File: config.mk
export PLATFORM = sky130hd
export DESIGN_NAME = hd_bitserial_sub_decoder
export DESIGN_NICKNAME = d
export VERILOG_FILES = /design/src/rtl/hd_serial_pkg.sv /design/src/rtl/hd_fsub_cell.sv /design/src/rtl/hd_bitserial_sub_decoder.sv
export SDC_FILE = /design/constraint.sdc
export NUM_CORES = 1
export LEC_CHECK = 0
export ABC_CLOCK_PERIOD_IN_PS = 1600
export CAP_MARGIN = 10
export CORE_MARGIN = 2
export CORE_UTILIZATION = 46
export CTS_CLUSTER_SIZE = 16
export DETAILED_ROUTE_END_ITERATION = 12
export GPL_TIMING_DRIVEN = 0
export MAX_ROUTING_LAYER = met4
export PLACE_DENSITY_LB_ADDON = 0.2
export SYNTH_ARGS = -nofsm -noshare
export SYNTH_HDL_FRONTEND = slang
export SYNTH_SLANG_ARGS = --single-unit
File: constraint.sdc
create_clock -name clk -period 1.6 [get_ports clk]
set_input_delay 0.4 -clock clk [delete_from_list [all_inputs] [get_ports clk]]
set_output_delay 0.4 -clock clk [all_outputs]
set_load 0.05 [all_outputs]
File: src/rtl/hd_serial_pkg.sv
// Shared types and helpers for the bit-serial decoder benchmarks.
// Latency: none (declarations only).
// Backpressure: not applicable.
package hd_serial_pkg;

  typedef enum logic [1:0] {
    IDLE  = 2'd0,
    SHIFT = 2'd1,
    DONE  = 2'd2
  } state_t;

  localparam int DEFAULT_W = 8;

  // Bits needed to count 0..w-1; at least one bit so a counter always exists.
  function automatic int clog2w(input int w);
    int n;
    n = 1;
    while ((1 << n) < w) n++;
    return n;
  endfunction

endpackage

File: src/rtl/hd_fsub_cell.sv
// One-bit full subtractor: d = s - a - bin, with borrow out.
// Latency: combinational.
// Backpressure: not applicable.
module hd_fsub_cell (
  input  logic s,
  input  logic a,
  input  logic bin,
  output logic d,
  output logic bout
);

  // Borrow when a exceeds s, or they match and a borrow ripples in.
  always_comb begin
    d    = s ^ a ^ bin;
    bout = (~s & a) | (~(s ^ a) & bin);
  end

endmodule

File: src/rtl/hd_bitserial_sub_decoder.sv
// Recovers b = (s - a) mod 2^W bit-serially, LSB first, one bit per clock.
// Latency: out_valid rises W edges after the accepting edge.
// Backpressure: in_ready only in IDLE; result held in DONE until out_ready.
module hd_bitserial_sub_decoder
  import hd_serial_pkg::*;
#(
  parameter int W = DEFAULT_W
) (
  input  logic         clk,
  input  logic         rst,
  input  logic         in_valid,
  output logic         in_ready,
  input  logic [W-1:0] in_sum,
  input  logic [W-1:0] in_a,
  output logic         out_valid,
  input  logic         out_ready,
  output logic [W-1:0] out_b,
  output logic         out_borrow,
  output logic         out_zero
);

  localparam int CW = clog2w(W);
  localparam logic [CW-1:0] LAST = CW'(W - 1);

  state_t         state;
  state_t         state_nxt;
  logic [W-1:0]   sreg;
  logic [W-1:0]   areg;
  logic [W-1:0]   res;
  logic [W-1:0]   res_nxt;
  logic           br;
  logic [CW-1:0]  cnt;
  logic           d_bit;
  logic           b_out;

  hd_fsub_cell u_cell (
    .s    (sreg[0]),
    .a    (areg[0]),
    .bin  (br),
    .d    (d_bit),
    .bout (b_out)
  );

  // Result bits enter at the MSB so after W shifts bit 0 lands at res[0].
  assign res_nxt = {d_bit, res[W-1:1]};

  // Handshake outputs decode straight from the state register.
  assign in_ready  = (state == IDLE);
  assign out_valid = (state == DONE);

  // State register.
  always_ff @(posedge clk or posedge rst) begin
    if (rst) state <= IDLE;
    else     state <= state_nxt;
  end

  // Next-state: accept in IDLE, run W bit steps, wait for the sink in DONE.
  always_comb begin
    state_nxt = state;
    unique case (state)
      IDLE:    if (in_valid)    state_nxt = SHIFT;
      SHIFT:   if (cnt == LAST) state_nxt = DONE;
      DONE:    if (out_ready)   state_nxt = IDLE;
      default:                  state_nxt = IDLE;
    endcase
  end

  // Serial datapath: load operands, shift one bit per edge, publish on the last bit.
  always_ff @(posedge clk or posedge rst) begin
    if (rst) begin
      sreg       <= '0;
      areg       <= '0;
      res        <= '0;
      br         <= 1'b0;
      cnt        <= '0;
      out_b      <= '0;
      out_borrow <= 1'b0;
      out_zero   <= 1'b0;
    end else begin
      unique case (state)
        IDLE: begin
          if (in_valid) begin
            sreg <= in_sum;
            areg <= in_a;
            res  <= '0;
            br   <= 1'b0;
            cnt  <= '0;
          end
        end
        SHIFT: begin
          br   <= b_out;
          res  <= res_nxt;
          sreg <= sreg >> 1;
          areg <= areg >> 1;
          if (cnt == LAST) begin
            // Counter parks at W-1 rather than wrapping.
            out_b      <= res_nxt;
            out_borrow <= b_out;
            out_zero   <= (res_nxt == '0);
          end else begin
            cnt <= cnt + 1'b1;
          end
        end
        default: ;
      endcase
    end
  end

endmodule

; ---- After elaboration in Yosys (flattened, before gate mapping)
; Index checks and enable logic that the tools add are counted.
[word_totals]
reg_bits = 40
wordCells = 46
[op_classes]
n_addsub = 1
eq_ne = 7
muxes = 15
n_bitwise = 7
reduce_logical = 7
[ops]
columns = cell, n
row1 = 8-bit one-hot mux with 2 select lines, 3
row2 = 8-bit two-way mux, 3
row3 = 8-bit zero test, 1
row4 = 2-bit two-way mux, 3
row5 = 3-bit two-way mux, 2
row6 = "2-bit inequality test, second input constant", 3
row7 = 2-bit one-hot mux with 3 select lines, 1
row8 = 3-bit one-hot mux with 2 select lines, 1
row9 = 3-bit AND reduction, 2
row10 = 2-bit AND reduction, 2
row11 = "3-bit by 1-bit adder with 3-bit output, second input constant", 1
row12 = "3-bit equality test, second input constant", 1
row13 = 1-bit bitwise AND, 2
row14 = "2-bit by 1-bit equality test with 1-bit output, second input constant", 1
row15 = "2-bit equality test, second input constant", 1
row16 = 2-bit zero test, 1
row17 = "2-bit by 1-bit inequality test with 1-bit output, second input constant", 1
row18 = 1-bit inverter, 2
row19 = 1-bit one-hot mux with 2 select lines, 1
row20 = 2-bit nonzero test, 1
row21 = 1-bit bitwise XOR, 2
row22 = 1-bit two-way mux, 1
row23 = 1-bit OR, 1

; ---- Longest topological paths before layout
; Gate-level depths: netlist of the first run.
[depth]
word_depth = 5
mapped_depth = 6

; ---- Hierarchy
; From an unflattened synthesis of the first run, not the netlist that was laid out.
[unflattened]
hier_cells = 144
area_unflattened_um2 = 1774.2
[by_module_without_submodules]
columns = mod, instances, cells_each, area_each_um2, seq_area_each_um2
row1 = hd_bitserial_sub_decoder, 1, 140, 1742.9, 975.9
row2 = hd_fsub_cell, 1, 4, 31.3, 0.0

; ---- Worst setup path before layout of the first run
; OpenSTA, ideal clock, no wires.
[synth_timing]
path_kind = flip-flop to output port
start = register state[0]
end = output in_ready
arrival_time_ns = 1.159
t_required_ns = 1.200
slack_ns = 0.041
stages_incl_launch_ff = 3
path_buffers = 1
cell_sequence = dfrtp_1 > buf_6 > nor2_1
[synth_via]
elab_chain_len = 1
[synth_lines]
columns = item, line
row1 = from (decl), hd_bitserial_sub_decoder.sv:25  ; state_t state;
row2 = from (signal assigned), hd_bitserial_sub_decoder.sv:54  ; else state <= state_nxt;
row3 = 2-bit zero test, hd_bitserial_sub_decoder.sv:48  ; assign in_ready = (state == IDLE);
row4 = to (decl), hd_bitserial_sub_decoder.sv:12  ; output logic in_ready,
; Every way passes these cells.

; ---- Final worst setup path of the first run
[layout_timing]
start = register out_b[0]
end = output out_b[0]
[layout_lines]
columns = item, line
row1 = from (decl), hd_bitserial_sub_decoder.sv:17  ; output logic [W-1:0] out_b,
row2 = from (signal assigned), hd_bitserial_sub_decoder.sv:97  ; out_b <= res_nxt;
; No word-level cell between the ends.

==> flow_metrics.env, run 1 <==
export IMPL_status="complete, no violations"
export IMPL_dp_hpwl_um=2250
export IMPL_setup_viol=0
export IMPL_grt_max_degree=40
export IMPL_cts_made_buffers=5
export IMPL_synth_edf_count=0
export IMPL_drc=0
export IMPL_fin_util_pct=61.4
export IMPL_regArea_um2=976
export IMPL_nFillCells=288
export IMPL_ys_seq_area_share_pct=55.6
export IMPL_synth_top_area_share_pct=55.6
export IMPL_hold_depth=2
export IMPL_placed_cell_area_mm2=0.00213
export IMPL_layout_nets=207
export IMPL_port_buffers=31
export IMPL_dp_cells=224
export IMPL_syn_num_nets=168
export IMPL_pre_cts_slack_ns=-0.300
export IMPL_reg2reg_depth=5
export IMPL_worstMarginPinSlew_ns=0.785
export IMPL_via_per_inst=5.14
export IMPL_max_stage_delay_ns=0.52
export IMPL_worst_skew_pair_late_latency_ns=0.29
export IMPL_powerDensity_mw_per_mm2=2080
export IMPL_cts_buffer_depth=2
export IMPL_cts_tree="built"
export IMPL_reg2reg_from="cnt[0]$_DFFE_PP0P_"
export IMPL_grt_usage_pct=17.0
export IMPL_crit_fanout=2
export IMPL_rsz0062_at_grt="false"
export IMPL_design_area_mm2=0.00225
export IMPL_r2r_setup_slack_ns=0.08
export IMPL_final_min_clock_period_ns=1.56
export IMPL_cp_end_kind="output pin"
export IMPL_finalHoldViolations=0
export IMPL_synth_avg_cell_area_um2=12.1
export IMPL_drive_gt1_share_pct=17.8
export IMPL_async_reset_ff_share_pct=100
export IMPL_grt_pass1_wl_um=5300
export IMPL_drtPass1Iterations=5
export IMPL_hold_end="out_zero$_DFFE_PP0P_"
export IMPL_synth_commonest_cells="dfrtp_1 (39), nand2_1 (20), mux2i_1 (14)"
export IMPL_stdcell_count=233
export IMPL_crit_path_start_kind="flip-flop"
export IMPL_path_delay_family="buffers and inverters"
export IMPL_die_h_um=65.8
export IMPL_core_area_mm2=0.00366
export IMPL_syn_to_final_growth_pct=28.1
export IMPL_ys_seq_elements=39
export IMPL_diodes=0
export IMPL_drt_iter0_markers=38
export IMPL_gp_congestion=0.745
export IMPL_yosysWarnings=0
export IMPL_vias=1198
export IMPL_htree_levels=2
export IMPL_initial_core_util_pct=48.0
export IMPL_skew_ns=0.00703
export IMPL_first_global_vias=1237
export IMPL_yosysMostFrequentCell="dfrtp_1"
export IMPL_drt_antenna_violating_nets=0
export IMPL_syn_area_mm2=0.00176
export IMPL_worst_slack_ns=0.0449
export IMPL_ys_top_cells_by_area="dfrtp_1 (56%), mux2i_1 (8.0%), mux2_2 (5.8%)"
export IMPL_cts_root_buf="clkbuf_8"
export IMPL_synth_flop_cell="dfrtp_1"
export IMPL_die_x_um=65.8
export IMPL_row_count=22
export IMPL_synth_top_cell_by_area="dfrtp_1"
export IMPL_clkTransAtPathRegs_ns=0.07
export IMPL_fmax_ghz=0.643
export IMPL_grt_ovfl_total=0
export IMPL_cap_violations=0
export IMPL_hold_start="out_zero$_DFFE_PP0P_"
export IMPL_hold_buffers=0
export IMPL_slew_headroom_pct=47.6
export IMPL_synth_cell_types=24
export IMPL_multi_input_area_um2=677
export IMPL_avgRoutedWirePerCell_um=13.3
export IMPL_dieArea_mm2=0.00433
export IMPL_finalMaxSlewViolations=0
export IMPL_cp_required_ns=1.20
export IMPL_peakVddDrop_v=0.00118
export IMPL_cp_arrival_ns=1.16
export IMPL_p_leak_nw=1.05
export IMPL_syn_inst=145
export IMPL_antenna_found_initial=0
export IMPL_path_buf_inv=1
export IMPL_io_pins=32
export IMPL_total_power_w=0.00468
export IMPL_regToRegEndpoint="cnt[0]$_DFFE_PP0P_"
export IMPL_path_cells="dlygate4sd2_1"
export IMPL_criticalPathCategory="flip-flop to output pin"
export IMPL_totalWireLength_um=3100
export IMPL_slowest_stage="dlygate4sd2_1"
export IMPL_post_route_period_util_pct=97.2
export IMPL_hp_class="flip-flop to flip-flop"
export IMPL_cts_sinks=39
[repair_timing]
item | in CTS | in global routing
setup endpoints to repair | 12 | 13
buffers inserted | 0 | 1
resized for setup | 22 | 10
[power breakdown]
group | internal [W] | leakage (nW) | switching [W]
clock | 0.000504 | 0.0612 | 0.000340
combinational | 0.000969 | 0.494 | 0.00120
sequential | 0.00142 | 0.499 | 0.000250
[layout make-up]
class                      count  area share [%]
buffer                         9            3.89
clock buffer                   6            3.67
clock inverter                 2            1.56
inverter                       5           0.834
multi-input combinational     92            30.1
sequential                    39            43.4
tap                           48            2.67
timing repair buffer          32            13.9
[metrics by stage]
step,hold slack (ns),TNS (ns)
after floorplan,0.449,0
after global placement,0.462,-19.21
after detailed placement,0.470,-2.32
after CTS,0.487,0
after global routing,0.519,0
final,0.484,0
[metal layers]
metal  share of wire [%]  track usage (%)
met1                  43             19.4
met2                  49             26.5
met3                 6.1             6.81
met4                 2.4             7.29
met5                   0                -
[worst max-delay path by stage]
stage                               startpoint             endpoint  slack, ns  depth (start not counted)
after global routing      out_b[2]$_DFFE_PP0P_             out_b[2]     0.0004                          1
after floorplan           state[0]$_DFFE_PP0P_             in_ready       0.04                          2
after CTS                 state[0]$_DFFE_PP0P_            out_valid      0.002                          4
after detailed placement  state[0]$_DFFE_PP0P_            out_valid      -0.30                          4
after global placement                     rst  areg[5]$_DFFE_PP0P_      -0.46                          2
final                     out_b[0]$_DFFE_PP0P_             out_b[0]       0.04                          1
[cells in the final DEF (no fill, tap or decap), types with 2 or more instances in the layout]
master	instances
mux2i_1	14
o21ai_0	11
buf_2	4
nor2b_1	4
clkdlybuf4s50_1	19
nand2b_1	3
o21ai_1	9
buf_6	4
dfrtp_1	39
inv_1	4
nor4_1	2
mux2_2	9
clkbuf_8	6
clkdlybuf4s15_1	9
a21oi_1	2
nand2_1	20
nor2_1	2
a22o_1	9
[logic make-up (layout without fill, tap and decap cells)]
kind of cell    Yosys count  after routing  share of synthesized area, %
compound gates           33             33                          12.3
fa+ha+maj                 3              3                          2.56
buf+inv                  14             54                          6.05
flops                    39             39                          55.6
mux                      23             23                          13.7
simple gates             33             33                          9.83
[flip-flops by register name, indices dropped and copies added (netlist names)]
register and cells:
areg 8, out_b 8, sreg 8, res 7, cnt 3, state 2, br 1, out_borrow 1
out_zero 1
Power figures use the tool's default switching activity.
==> run 2, diff against run 1 <==
- ABC_CLOCK_PERIOD_IN_PS: 1600 -> 1900
- CORE_UTILIZATION: 46 -> 50
- clock period: 1.6 -> 1.9 ns (I/O delays scaled with it)
==> run 2 against run 1 <==
  * Via count is 0.25% lower
  * Core utilization up 2.9 points
  * First-iteration DRC count up 2.6%
  * Clock power down 50%
  * Clock skew fell by 0.0021 ns
  * Critical path depth increased by 2
  * Die area is 7.5% lower
  * Sequential share of layout area grew 1.7 points
  * Non-clock buffer count is 1 lower
==> flow_metrics.env, run 2 (synthesis results as in run 1) <==
export IMPL_status="complete, no violations"
export IMPL_avgRoutedWirePerCell_um=14.1
export IMPL_multi_input_area_um2=674
export IMPL_top_regs="areg: 8 flops, out_b: 8 flops, sreg: 8 flops"
export IMPL_dieArea_mm2=0.00400
export IMPL_r2r_setup_slack_ns=0.32
export IMPL_cp_end_kind="output pin"
export IMPL_hold_end="out_zero$_DFFE_PP0P_"
export IMPL_post_route_period_util_pct=95.7
export IMPL_drt_antenna_violating_nets=0
export IMPL_io_pins=32
export IMPL_cts_buffer_depth=2
export IMPL_grt_ovfl_total=0
export IMPL_hp_class="flip-flop to flip-flop"
export IMPL_worstMarginPinSlew_ns=0.784
export IMPL_initial_core_util_pct=52.2
export IMPL_grt_pass1_wl_um=5670
export IMPL_setup_viol=0
export IMPL_rsz0062_at_grt="false"
export IMPL_regToRegEndpoint="cnt[0]$_DFFE_PP0P_"
export IMPL_row_count=21
export IMPL_drt_iter0_markers=39
export IMPL_drive_gt1_share_pct=16.4
export IMPL_nFillCells=304
export IMPL_grt_max_degree=40
export IMPL_worst_slack_ns=0.0812
export IMPL_layout_common_cells="dfrtp_1 (39), nand2_1 (20), clkdlybuf4s50_1 (19)"
export IMPL_core_area_mm2=0.00336
export IMPL_slowest_stage="dfrtp_1"
export IMPL_layout_nets=206
export IMPL_skew_ns=0.00493
export IMPL_hold_depth=2
export IMPL_totalWireLength_um=3240
export IMPL_powerDensity_mw_per_mm2=1690
export IMPL_finalMaxSlewViolations=0
export IMPL_cts_root_buf="clkbuf_4"
export IMPL_hold_slack_ns=0.494
export IMPL_path_buf_inv=2
export IMPL_reg2reg_depth=5
export IMPL_first_global_vias=1241
export IMPL_cap_violations=0
export IMPL_hold_start="out_zero$_DFFE_PP0P_"
export IMPL_path_delay_family="buffers and inverters"
export IMPL_reg2reg_from="cnt[0]$_DFFE_PP0P_"
export IMPL_final_min_clock_period_ns=1.82
export IMPL_final_common_cell="dfrtp_1"
export IMPL_htree_levels=2
export IMPL_cts_sinks=39
export IMPL_syn_to_final_growth_pct=23.1
export IMPL_fin_util_pct=64.3
export IMPL_gp_congestion=0.747
export IMPL_regArea_um2=976
export IMPL_grt_usage_pct=18.9
export IMPL_via_per_inst=5.22
export IMPL_dp_hpwl_um=2340
export IMPL_clkTransAtPathRegs_ns=0.11
export IMPL_hold_buffers=0
export IMPL_pre_cts_slack_ns=-0.0635
export IMPL_p_leak_nw=1.05
export IMPL_antenna_found_initial=0
export IMPL_criticalPathCategory="flip-flop to output pin"
export IMPL_crit_fanout=10
export IMPL_total_power_w=0.00365
export IMPL_die_h_um=63.3
export IMPL_cp_arrival_ns=1.34
export IMPL_cts_made_buffers=5
export IMPL_die_x_um=63.3
export IMPL_max_stage_delay_ns=0.38
export IMPL_cts_tree="built"
export IMPL_crit_path_start_kind="flip-flop"
export IMPL_vias=1195
export IMPL_cp_required_ns=1.42
export IMPL_port_buffers=31
export IMPL_diodes=0
export IMPL_drtPass1Iterations=4
export IMPL_drc=0
export IMPL_finalHoldViolations=0
export IMPL_slew_headroom_pct=47.7
export IMPL_path_cells="buf_6 > nor2_1 > clkdlybuf4s18_2"
export IMPL_peakVddDrop_v=0.000918
export IMPL_fmax_ghz=0.550
export IMPL_worst_skew_pair_late_latency_ns=0.34
run 2: cell count changes in the layout (fill, tap and decap cells not counted):
| cell | previous run | this run |
|---|---|---|
| clkdlybuf4s15_1 | 9 | 0 |
| dlygate4sd2_1 | 1 | 10 |
| clkbuf_4 | 0 | 5 |
| clkbuf_8 | 6 | 1 |
| buf_4 | 1 | 0 |
| buf_6 | 4 | 3 |
| bufinv_16 | 1 | 0 |
| clkdlybuf4s18_2 | 0 | 1 |
| ha_1 | 1 | 2 |
| ha_2 | 1 | 0 |
run 2: routing by layer:
metal	track usage, %	share of wire, %
met2	29.5	49
met3	6.07	5.3
met4	6.52	1.6
met5	-	0
met1	23.4	44
run 2: area by class of cell:
| type | count | area share, % |
|---|---|---|
| sequential | 39 | 45.1 |
| multi-input combinational | 92 | 31.2 |
| timing repair buffer | 31 | 13.5 |
| buffer | 9 | 4.05 |
| tap | 46 | 2.66 |
| clock buffer | 6 | 2.37 |
| inverter | 5 | 0.868 |
| clock inverter | 1 | 0.231 |
run 2: power by group:
part | switching [W] | internal (W)
clock | 0.000250 | 0.000171
combinational | 0.00102 | 0.000795
sequential | 0.000219 | 0.00119
total | 0.00149 | 0.00216
run 2: worst max-delay path by stage:
stage	from	to	slack, ns	cells after the start
after floorplan	state[0]$_DFFE_PP0P_	in_ready	0.27	2
after global placement	rst	cnt[2]$_DFFE_PP0P_	-0.24	2
after detailed placement	state[0]$_DFFE_PP0P_	out_valid	-0.06	4
after CTS	state[0]$_DFFE_PP0P_	in_ready	0.05	3
after global routing	state[0]$_DFFE_PP0P_	in_ready	0.004	3
final	state[0]$_DFFE_PP0P_	in_ready	0.08	3
run 2: worst min-delay path, stage by stage (launching register included):
cell	delay, ns
dfrtp_1	0.35
nand2_1	0.05
o21ai_0	0.06
run 2: metrics by stage:
step	area [µm²]	cells	TNS, ns
6_report	2160	229	0
2_1_floorplan	1760	145	0
3_5_place_dp	2120	222	-0.0635
4_1_cts	2160	229	0
5_1_grt	2160	229	0
3_3_place_gp	2120	222	-9.24
run 2: repair_timing:
| item | 4_1_cts | 5_1_grt |
|---|---|---|
| setup buffers | 0 | 0 |
| endpoints found under the setup margin | 12 | 1 |
| pin swaps | 0 | 0 |
| resized for setup | 18 | 1 |
| endpoints found under the hold margin | 0 | 0 |
==> run 3, diff against run 2 <==
- DONT_BUFFER_PORTS: not set -> 1
==> run 3 against run 2 <==
  * Register-to-register slack better by 0.03 ns
  * Cell count shrank 13%
  * Count of clock-buffer cells in the layout unchanged
  * Clock power up 36%
  * Non-clock buffer count is 30 lower
  * Worst hold slack worse by 0.33 ns
  * Flip-flop and latch count did not move
  * Via count fell by 11%
  * Clock skew fell by 0.0015 ns
  * Critical endpoint is now out_valid
  * Largest power group is now registers
==> flow_metrics.env, run 3 (synthesis results as in run 1) <==
export IMPL_slew_headroom_pct=45.4
export IMPL_worst_skew_pair_late_latency_ns=0.35
export IMPL_port_buffers=0
export IMPL_top_regs="areg: 8 flops, out_b: 8 flops, sreg: 8 flops"
export IMPL_drt_antenna_violating_nets=0
export IMPL_die_h_um=63.3
export IMPL_gp_congestion=0.713
export IMPL_first_global_vias=1126
export IMPL_tns_ns=0
export IMPL_cts_root_buf="clkbuf_4"
export IMPL_nFillCells=318
export IMPL_cts_buffer_depth=2
export IMPL_cts_made_buffers=5
export IMPL_rsz0062_at_grt="false"
export IMPL_cp_arrival_ns=1.36
export IMPL_diodes=0
export IMPL_cp_end_kind="output pin"
export IMPL_cap_violations=0
export IMPL_core_area_mm2=0.00336
export IMPL_die_x_um=63.3
export IMPL_wl_met2_um=1340
export IMPL_powerDensity_mw_per_mm2=1880
export IMPL_via_per_inst=5.32
export IMPL_stdcell_count=200
export IMPL_drc=0
export IMPL_grt_pass1_wl_um=5240
export IMPL_worst_slack_ns=0.0684
export IMPL_cp_required_ns=1.42
export IMPL_post_cts_buffers=0
export IMPL_dp_hpwl_um=2150
export IMPL_skew_ns=0.00339
export IMPL_htree_levels=2
export IMPL_slowest_stage="dfrtp_1"
export IMPL_grt_ovfl_total=0
export IMPL_max_stage_delay_ns=0.39
export IMPL_criticalPathCategory="flip-flop to output pin"
export IMPL_status="complete, no violations"
export IMPL_layout_nets=176
export IMPL_initial_core_util_pct=52.2
export IMPL_final_common_cell="dfrtp_1"
export IMPL_row_count=21
export IMPL_cts_sinks=39
export IMPL_wl_met3_um=178
export IMPL_hold_slack_ns=0.160
export IMPL_dieArea_mm2=0.00400
export IMPL_finalMaxSlewViolations=0
export IMPL_final_min_clock_period_ns=1.83
export IMPL_grt_usage_pct=17.7
export IMPL_path_cells="buf_6 > nand2b_1 > inv_1"
export IMPL_path_buf_inv=2
export IMPL_p_leak_nw=0.919
export IMPL_avgRoutedWirePerCell_um=14.5
export IMPL_top_layer="met4"
export IMPL_fmax_ghz=0.546
export IMPL_path_delay_family="buffers and inverters"
export IMPL_drtPass1Iterations=4
export IMPL_pre_cts_slack_ns=0.242
export IMPL_crit_fanout=10
export IMPL_drive_gt1_share_pct=19.5
export IMPL_clkTransAtPathRegs_ns=0.11
export IMPL_hp_class="input port to asynchronous set/reset pin"
export IMPL_syn_to_final_growth_pct=9.90
export IMPL_cts_tree="built"
export IMPL_vias=1064
export IMPL_setup_viol=0
export IMPL_antenna_found_initial=0
export IMPL_crit_path_start_kind="flip-flop"
export IMPL_drt_iter0_markers=50
export IMPL_totalWireLength_um=2900
export IMPL_peakVddDrop_v=0.000841
export IMPL_dp_cells=192
export IMPL_layout_common_cells="dfrtp_1 (39), nand2_1 (20), mux2i_1 (14)"
export IMPL_finalHoldViolations=0
export IMPL_post_route_period_util_pct=96.4
export IMPL_hold_buffers=0
export IMPL_wl_met1_um=1330
export IMPL_io_pins=32
export IMPL_worstMarginPinSlew_ns=0.818
export IMPL_grt_max_degree=21
## run 3: worst paths after layout
check | from | end | slack, ns | cells after the start
max in group asynchronous | rst | res[4]$_DFFE_PP0P_ | 1.17 | 2
worst min-delay path | rst | out_zero$_DFFE_PP0P_ | 0.16 | 1
worst min register to register | sreg[4]$_DFFE_PP0P_ | sreg[4]$_DFFE_PP0P_ | 0.50 | 2
min in group clk | out_ready | state[1]$_DFFE_PP0P_ | 0.22 | 1
worst max register to register | cnt[0]$_DFFE_PP0P_ | cnt[0]$_DFFE_PP0P_ | 0.35 | 5
worst max-delay path | state[0]$_DFFE_PP0P_ | out_valid | 0.07 | 3
## run 3: power breakdown
part | leakage (nW) | total (W) | switching [W] | internal (W)
Clock | 0.0482 | 0.000576 | 0.000265 | 0.000311
Sequential | 0.499 | 0.00170 | 0.000518 | 0.00119
Combinational | 0.372 | 0.00135 | 0.000676 | 0.000676
## run 3: timing repair
action | in CTS | in global routing
resized for setup | 1 | 0
setup endpoints to repair | 1 | 0
endpoints found under the hold margin | 0 | 0
## run 3: through the flow
step | utilization [%] | total power [W] | cell area (µm²)
floorplan | - | 0.00281 | 1760
global placement | 53.9 | 0.00301 | 1810
detailed placement | 54.8 | 0.00309 | 1840
CTS | 57.4 | 0.00368 | 1930
global route | 57.4 | 0.00391 | 1930
finish | 57.4 | 0.00363 | 1930
## run 3: area by class of cell
| cell class | count | area (µm²) | share of cell area [%] |
|---|---|---|---|
| timing repair buffer | 1 | 27.5 | 1.43 |
| clock buffer | 6 | 51.3 | 2.66 |
| clock inverter | 2 | 35.0 | 1.81 |
| multi-input combinational | 92 | 677 | 35.1 |
| sequential | 39 | 976 | 50.6 |
| inverter | 5 | 18.8 | 0.972 |
| buffer | 9 | 87.6 | 4.54 |
| tap | 46 | 57.6 | 2.98 |
## run 3: routing by layer
metal | GRT usage [%] | vias to the layer above
met1 | 21.5 | 515
met2 | 27.1 | 26
li1 | - | 518
met5 | - | -
met4 | 5.71 | 0
met3 | 7.32 | 5
